===== src/rtl/nibble_serial_adder.sv =====
// Multi-cycle WIDTH-bit adder built around a single 4-bit ripple-carry stage.
// Operands are captured once and then added one nibble per cycle, LSB first.
// The slice carry is registered between cycles, so a/b never reach sum combinationally.

// 4-bit ripple-carry stage, reused for every slice.
module rca (
    input  logic [3:0] a,
    input  logic [3:0] b,
    input  logic       cin,
    output logic [3:0] sum,
    output logic       cout
);
    logic [4:0] c;

    assign c[0] = cin;

    for (genvar gi = 0; gi < 4; gi++) begin : g_bit
        assign sum[gi]  = a[gi] ^ b[gi] ^ c[gi];
        assign c[gi+1]  = (a[gi] & b[gi]) | (c[gi] & (a[gi] ^ b[gi]));
    end

    assign cout = c[4];
endmodule

module nibble_serial_adder #(
    parameter int WIDTH = 16
) (
    input  logic             clk,
    input  logic             rst_n,
    input  logic             in_valid,
    output logic             in_ready,
    input  logic [WIDTH-1:0] a,
    input  logic [WIDTH-1:0] b,
    input  logic             cin,
    output logic             out_valid,
    input  logic             out_ready,
    output logic [WIDTH-1:0] sum,
    output logic             cout,
    output logic             ovf,
    output logic             busy
);
    localparam int SLICES = WIDTH / 4;
    localparam int IDXW   = (SLICES > 1) ? $clog2(SLICES) : 1;

    // Refuse to elaborate for widths that do not split into whole nibbles.
    if ((WIDTH < 4) || ((WIDTH % 4) != 0)) begin : g_bad_width
        $error("nibble_serial_adder: WIDTH must be a multiple of 4 and at least 4");
    end

    typedef enum logic [1:0] {
        IDLE = 2'd0,
        ADD  = 2'd1,
        DONE = 2'd2
    } state_t;

    state_t           state;
    logic [WIDTH-1:0] a_reg;
    logic [WIDTH-1:0] b_reg;
    logic             carry_reg;
    logic [IDXW-1:0]  idx;

    logic [3:0]       a_slices [SLICES];
    logic [3:0]       b_slices [SLICES];
    logic [3:0]       a_sl;
    logic [3:0]       b_sl;
    logic [3:0]       s_sl;
    logic             c_sl;
    logic             c_msb;

    // Break the captured operands into nibbles so the active one can be picked by index.
    for (genvar gi = 0; gi < SLICES; gi++) begin : g_slice
        assign a_slices[gi] = a_reg[4*gi +: 4];
        assign b_slices[gi] = b_reg[4*gi +: 4];
    end

    assign a_sl = a_slices[idx];
    assign b_sl = b_slices[idx];

    rca u_rca (
        .a    (a_sl),
        .b    (b_sl),
        .cin  (carry_reg),
        .sum  (s_sl),
        .cout (c_sl)
    );

    // Carry into the top bit of the slice; only meaningful on the last slice, for overflow.
    assign c_msb = a_sl[3] ^ b_sl[3] ^ s_sl[3];

    // Control FSM with operand staging, slice sequencing and registered handshake outputs.
    always_ff @(posedge clk or negedge rst_n) begin
        if (!rst_n) begin
            state     <= IDLE;
            in_ready  <= 1'b1;
            out_valid <= 1'b0;
            busy      <= 1'b0;
            sum       <= '0;
            cout      <= 1'b0;
            ovf       <= 1'b0;
            a_reg     <= '0;
            b_reg     <= '0;
            carry_reg <= 1'b0;
            idx       <= '0;
        end else begin
            case (state)
                IDLE: begin
                    if (in_valid) begin
                        a_reg     <= a;
                        b_reg     <= b;
                        carry_reg <= cin;
                        idx       <= '0;
                        state     <= ADD;
                        in_ready  <= 1'b0;
                        busy      <= 1'b1;
                    end
                end
                ADD: begin
                    sum[4*idx +: 4] <= s_sl;
                    carry_reg       <= c_sl;
                    idx             <= idx + 1'b1;
                    if (idx == IDXW'(SLICES - 1)) begin
                        idx       <= '0;
                        cout      <= c_sl;
                        ovf       <= c_msb ^ c_sl;
                        state     <= DONE;
                        out_valid <= 1'b1;
                    end
                end
                DONE: begin
                    // Result is held until the consumer takes it; no accept in the same edge.
                    if (out_ready) begin
                        state     <= IDLE;
                        out_valid <= 1'b0;
                        in_ready  <= 1'b1;
                        busy      <= 1'b0;
                    end
                end
                default: begin
                    state     <= IDLE;
                    in_ready  <= 1'b1;
                    out_valid <= 1'b0;
                    busy      <= 1'b0;
                end
            endcase
        end
    end
endmodule


===== config.mk =====
export PLATFORM = sky130hd
export DESIGN_NAME = nibble_serial_adder
export DESIGN_NICKNAME = d
export VERILOG_FILES = /design/src/rtl/nibble_serial_adder.sv
export SDC_FILE = /design/constraint.sdc
export NUM_CORES = 1
export LEC_CHECK = 0
export BUFFER_PORTS_ARGS = -buffer_cell sky130_fd_sc_hd__buf_2
export CAP_MARGIN = 15
export CORE_ASPECT_RATIO = 0.9
export CORE_UTILIZATION = 56
export CTS_BUF_LIST = sky130_fd_sc_hd__clkbuf_2
export CTS_CLUSTER_SIZE = 12
export DETAILED_ROUTE_END_ITERATION = 8
export GPL_TIMING_DRIVEN = 0
export PLACE_DENSITY = 0.82
export SYNTH_ARGS = -nofsm -noshare
export SYNTH_HDL_FRONTEND = slang
export SYNTH_SLANG_ARGS = --single-unit

===== constraint.sdc =====
create_clock -name clk -period 3.4 [get_ports clk]
set_input_delay 0.34 -clock clk [delete_from_list [all_inputs] [get_ports clk]]
set_output_delay 0.34 -clock clk [all_outputs]
set_load 0.01 [all_outputs]

==> results of run 1 <==
## what timing repair did
action,4_1_cts,5_1_grt
gates resized for setup,0,5
buffers inserted,0,1
hold buffers,1,0
endpoints found under the setup margin,0,1
hold endpoints to repair,22,0
## cells by family after synthesis
logic type	after synthesis	share of synthesized area, %
AO/OA/AOI/OAI	28	7.64
XOR/XNOR	2	0.648
adder cells (fa/ha/maj)	11	6.20
buffers and inverters	20	3.70
flip-flops	58	53.7
multiplexers	40	20.0
AND/OR/NAND/NOR	32	8.10
## layout by cell type (no fill, tap or decap), types with 3 or more instances in the layout
master and count:
a21oi_1 3, a22o_1 13, clkinv_1 5, clkbuf_2 11
dfrtp_1 57, buf_4 5, inv_1 12, nand3b_1 3
mux2_2 30, mux4_2 8, o21ai_1 3, buf_2 58
o21ai_0 4, nor2_1 3, nand2_1 11, ha_1 7
fa_1 3
## metal layers
layer | vias to the layer above | global-route usage, % | share of wire [%] | wire, µm
met1 | 888 | 30.3 | 44 | 2310
met5 | - | 0 | 0 | 0
met3 | 12 | 10.2 | 5.8 | 304
met2 | 52 | 39.1 | 48 | 2530
li1 | 829 | - | - | -
met4 | 0 | 9.26 | 2.1 | 113
## path summary, 6_finish.rpt
check | from | endpoint | depth (start not counted)
hold reg to reg | sum[9] | sum[9] | 2
setup / recovery | idx[0] | ovf | 11
hold / removal | a[1] | a_reg[1] | 2
max in group asynchronous | rst_n | b_reg[15] | 3
setup reg to reg | idx[0] | ovf | 11
min in group asynchronous | rst_n | sum[7] | 2
## power groups by stage
stage	Combinational (mW)	Clock [mW]	Sequential (mW)
floorplan	1.30	0	1.14
global placement	1.73	0	1.15
detailed placement	1.79	0	1.16
CTS	1.79	0.327	1.15
global route	2.01	0.357	1.18
finish	1.81	0.318	1.14
## worst max-delay path: cells and delay by family (launching register included)
| family | cells | cell delay [ps] |
|---|---|---|
| flops | 1 | 420 |
| buf+inv | 4 | 540 |
| mux | 1 | 540 |
| fa+ha+maj | 4 | 1340 |
| xor+xnor | 1 | 150 |
| compound gates | 1 | 90 |
## stage by stage
step	util (%)	setup slack [ps]	total power [mW]	hold WS, ps
global route	70.0	42.9	3.55	28.6
floorplan	-	460	2.44	44.4
global placement	67.4	122	2.88	460
finish	70.0	215	3.27	86.7
CTS	69.7	38.9	3.27	52.4
detailed placement	67.9	65.5	2.95	356
## final cells by class
class	count	area [µm²]	share of cell area [%]
Clock buffer	10	50.0	1.57
Multi-Input combinational cell	113	1150	36.2
Sequential cell	58	1450	45.6
Inverter	12	45.0	1.41
Buffer	8	58.8	1.85
Tap cell	62	77.6	2.44
Clock inverter	6	23.8	0.747
Timing Repair Buffer	60	323	10.1
==> flow_metrics.py, run 1 <==
metrics = {
    "setup_path": {
        "crit_fanout": 10,
        "rrSetupSlack_ps": 220,
        "worstSetupEndpointType": "register",
        "startpoint_type": "register",
        "cp_cell_sequence": "clkbuf_4 > buf_6 > mux4_2 > fa_1 > inv_1 > fa_1 > fa_1 > inv_1 > fa_2 > xnor2_1 > o21ai_1",
        "cpPeakStageDelay_ps": 610,
        "cp_slowest_cell": "fa_2",
        "critPathArrivalTime_ps": 3550,
        "worstSetupPathType": "reg2reg",
        "worst_ep_required_time_ps": 3760,
        "cpMostUsedCell": "fa_1",
    },
    "floorplanning": {
        "num_io_pins": 58,
        "die_h_um": 67.9,
        "die_area_um2": 5110,
        "start_util_pct": 59.5,
        "rows": 23,
        "core_um2": 4550,
        "chipWidth_um": 75.2,
    },
    "synth": {
        "ys_seq_area_share_pct": 53.7,
        "ys_warn_count": 0,
        "synth-edff-count": 0,
        "synthTopCellsByCount": "dfrtp_1, mux2_2, a22o_1",
        "synth_top_area_cell": "dfrtp_1",
        "synth_area_um2": 2700,
        "synth_area_leaders": "dfrtp_1, mux2_2, mux4_2",
        "synth.most_common_cell": "dfrtp_1",
        "ys_ff_latch": 58,
        "netlist-cell-type-count": 36,
        "syn_avg_cell_area_um2": 14.2,
        "syn-instance-count": 191,
        "synth_ff_type": "dfrtp_1",
        "syn_nets": 239,
        "yosysTopAreaCellShare_pct": 52.8,
        "ys_async_sr_fraction_pct": 100,
    },
    "drt": {
        "ant_nets": 0,
        "wl_per_cell_um": 16.0,
        "via_per_inst": 5.41,
        "drtIter0Drc": 77,
        "vias": 1781,
        "drc": 0,
        "routed_wl_um": 5260,
        "firstDrtPassIters": 4,
    },
    "timing": {
        "relSlewSlack_pct": 63.5,
        "clock_skew_ps": 19.2,
        "final_hold_viol_count": 0,
        "rsz0062_at_grt": "no",
        "fin_crit_ps": 3180,
        "fmax_mhz": 314,
        "maxSlewViolCount": 0,
        "finalCritPeriodShare_pct": 93.7,
        "setup_tns_ps": 0,
        "setup_violations": 0,
        "worstMarginPinSlew_ps": 547,
    },
    "cells_and_area": {
        "area.growth.synth_to_final_pct": 17.8,
        "drive_gt1_share_pct": 47.2,
        "nets": 310,
        "fillers": 347,
        "fin_area_um2": 3180,
        "diodes": 0,
        "stdcell_count": 329,
    },
    "power_and_ir_drop": {
        "power.internal_mw": 1.95,
        "vdd_drop_max_mv": 0.573,
        "swShare_pct": 40.5,
        "p_clk_share_pct": 9.7,
        "sequentialPowerShare_pct": 34.9,
        "power_density_nw_per_um2": 1030,
        "p_leak_nw": 1.54,
        "p_switching_mw": 1.32,
        "power_frac_comb_pct": 55.3,
    },
    "placement": {
        "io_buffers": 57,
        "dp_cells": 311,
        "dp_hpwl_um": 3930,
        "placed_area_um2": 3090,
        "place.gp.congestion": 0.766,
    },
    "clocking": {
        "cts_buffers": 9,
        "htree_levels": 3,
        "cts.sinks": 58,
        "root_buffer": "clkbuf_2",
        "ctsLongestPathBuffers": 2,
        "cts_tree": "yes",
        "clkTransAtPathRegs_ps": 150,
        "clk_latency_ps": 470,
    },
    "job": {
        "drv_cap": 0,
    },
    "grt": {
        "grt_max_degree": 36,
        "antenna_found_initial": 0,
        "grt_pass1_wl_um": 8760,
        "grt_usage_pct": 24.6,
        "gr-total-overflow": 0,
        "first_global_vias": 1838,
    },
    "status": {
        "status": "finished, final reports clean",
    },
    "min_path": {
        "hold_class": "in2reg",
    },
}
Note: power is estimated with default switching activity, not from simulation.
==> run 2: changes to the inputs <==
- CORE_MARGIN: default -> 1.5
- REMOVE_ABC_BUFFERS: default -> 1
- SYNTH_HIERARCHICAL: default -> 1
==> run 2 against run 1 <==
Net effect:
- sequential share of layout area up 0.91 points
- critical endpoint unchanged
- first-iteration DRC count down 6.5%
- clock-buffer cell count rose by 1
- largest power group unchanged
- register-to-register slack worse by 60 ps
==> flow_metrics.py, run 2 <==
metrics = {
    "synth": {
        "ys_seq_area_share_pct": 54.4,
        "syn_avg_cell_area_um2": 14.1,
        "ys_async_sr_fraction_pct": 100,
        "synth_area_um2": 2670,
        "ys_ff_latch": 58,
        "synth_top_area_cell": "dfrtp_1",
        "syn-instance-count": 190,
        "yosysTopAreaCellShare_pct": 53.4,
        "synth-edff-count": 0,
        "synth_area_leaders": "dfrtp_1, mux2_2, mux4_2",
        "netlist-cell-type-count": 30,
        "synthTopCellsByCount": "dfrtp_1, mux2_2, a22o_1, inv_1, mux4_2",
        "synth_ff_type": "dfrtp_1",
        "synth.most_common_cell": "dfrtp_1",
        "ys_warn_count": 6,
    },
    "floorplanning": {
        "start_util_pct": 59.1,
        "core_um2": 4520,
        "die_h_um": 68.5,
        "chipWidth_um": 75.8,
        "num_io_pins": 58,
        "rows": 23,
        "die_area_um2": 5190,
    },
    "power_and_ir_drop": {
        "p_leak_nw": 1.53,
        "p_switching_mw": 1.32,
        "power.internal_mw": 2.03,
        "p_clk_share_pct": 9.7,
        "power_frac_comb_pct": 53.1,
        "vdd_drop_max_mv": 0.618,
        "sequentialPowerShare_pct": 37.1,
        "power.total_mw": 3.35,
        "power_density_nw_per_um2": 1070,
        "swShare_pct": 39.4,
    },
    "timing": {
        "worstMarginPinSlew_ps": 869,
        "clock_skew_ps": 27.8,
        "fin_crit_ps": 3250,
        "rsz0062_at_grt": "no",
        "relSlewSlack_pct": 42.0,
        "final_hold_viol_count": 0,
        "setup_tns_ps": 0,
        "setup_violations": 0,
        "fmax_mhz": 308,
        "setup_ws_ps": 152,
        "whs_ps": 69.6,
        "finalCritPeriodShare_pct": 95.5,
        "maxSlewViolCount": 0,
    },
    "grt": {
        "grt_pass1_wl_um": 8060,
        "first_global_vias": 1706,
        "grt_usage_pct": 22.3,
        "antenna_found_initial": 0,
        "gr-total-overflow": 0,
        "grt_max_degree": 35,
    },
    "min_path": {
        "hold_start": "b[9]",
        "hold_end": "b_reg[9]",
        "whs_path_depth": 2,
        "hold_class": "in2reg",
    },
    "clocking": {
        "clk_latency_ps": 490,
        "ctsLongestPathBuffers": 2,
        "cts_buffers": 9,
        "root_buffer": "clkbuf_2",
        "cts.sinks": 58,
        "htree_levels": 3,
        "clkTransAtPathRegs_ps": 160,
        "cts_tree": "yes",
    },
    "drt": {
        "via_per_inst": 5.29,
        "routed_wl_um": 4730,
        "firstDrtPassIters": 4,
        "drtIter0Drc": 72,
        "vias": 1703,
        "ant_nets": 0,
        "wl_per_cell_um": 14.7,
        "drc": 0,
    },
    "cells_and_area": {
        "fin_util_pct": 69.3,
        "mostFrequentLayoutCells": "buf_2, dfrtp_1, mux2_2, a22o_1, inv_1",
        "drive_gt1_share_pct": 47.3,
        "multi_input_area_um2": 1120,
        "regArea_um2": 1460,
        "stdcell_count": 322,
        "diodes": 0,
        "fillers": 347,
        "nets": 302,
        "layout_commonest_cell": "buf_2",
        "area.growth.synth_to_final_pct": 17.3,
        "fin_area_um2": 3130,
    },
    "setup_path": {
        "critPathArrivalTime_ps": 3660,
        "r2r-end": "ovf",
        "cpPeakStageDelay_ps": 530,
        "critPathLaunch": "idx[0]",
        "r2r.worst_path.cells": 12,
        "worst_ep_required_time_ps": 3820,
        "startpoint_type": "register",
        "worstSetupEndpointType": "register",
        "r2r_start": "idx[0]",
        "cp_cell_sequence": "mux4_2 > fa_2 > inv_2 > fa_2 > inv_1 > fa_1 > inv_2 > fa_1 > inv_2 > xor2_1 > xnor3_1 > o21ai_1",
        "worstSetupPathType": "reg2reg",
        "crit_fanout": 4,
        "cpMostUsedCell": "inv_2",
        "cp_slowest_cell": "mux4_2",
        "crit_buf_inv": 4,
        "rrSetupSlack_ps": 150,
        "crit_family": "adder cells",
    },
    "placement": {
        "placed_area_um2": 3010,
        "dp_slack_ps": -442,
        "dp_hpwl_um": 3370,
        "place.gp.congestion": 0.778,
        "io_buffers": 57,
        "dp_cells": 302,
    },
    "job": {
        "drv_cap": 0,
    },
    "status": {
        "status": "finished, final reports clean",
    },
}
[run 2: power groups by stage]
stage	clock, mW	sequential [mW]	combinational [mW]
2_1_floorplan	0	1.25	1.21
3_3_place_gp	0	1.27	1.60
3_5_place_dp	0	1.29	1.62
4_1_cts	0.337	1.25	1.69
5_1_grt	0.380	1.30	2.01
6_report	0.326	1.25	1.78
[run 2: kinds of logic (layout without fill, tap and decap cells)]
family	after synthesis	count (layout)	share of synthesized area, %
buf+inv	24	94	3.98
flops	58	58	54.4
mux	42	42	21.0
compound gates	28	28	8.15
xor+xnor	2	2	1.17
simple gates	26	26	5.44
fa+ha+maj	10	10	5.81
[run 2: cell type report]
type                            instances  share of cell area, %
Clock inverter                          5                  0.679
Clock buffer                           11                   1.76
Tap cell                               62                   2.48
Inverter                               16                   1.92
Timing Repair Buffer                   62                   10.8
Multi-Input combinational cell        108                   35.9
Sequential cell                        58                   46.5
[run 2: worst max-delay path by stage]
stage | cells after the start | to
after floorplan | 12 | ovf
after global placement | 12 | ovf
after detailed placement | 12 | ovf
after CTS | 12 | ovf
after global routing | 12 | ovf
final | 12 | ovf
[run 2: repair_timing]
item / 4_1_cts / 5_1_grt
resized for setup: 3 / 5
hold endpoints to repair: 23 / 0
hold buffers: 1 / 0
pin swaps: 0 / 3
setup buffers: 2 / 1
endpoints found under the setup margin: 5 / 1
[run 2: layer usage]
layer,track usage [%],share of wire (%),vias up
li1,-,-,816
met1,28.8,46,818
met2,32.6,45,55
met3,10.8,6.6,14
met4,8.71,2.3,0
met5,0,0,-
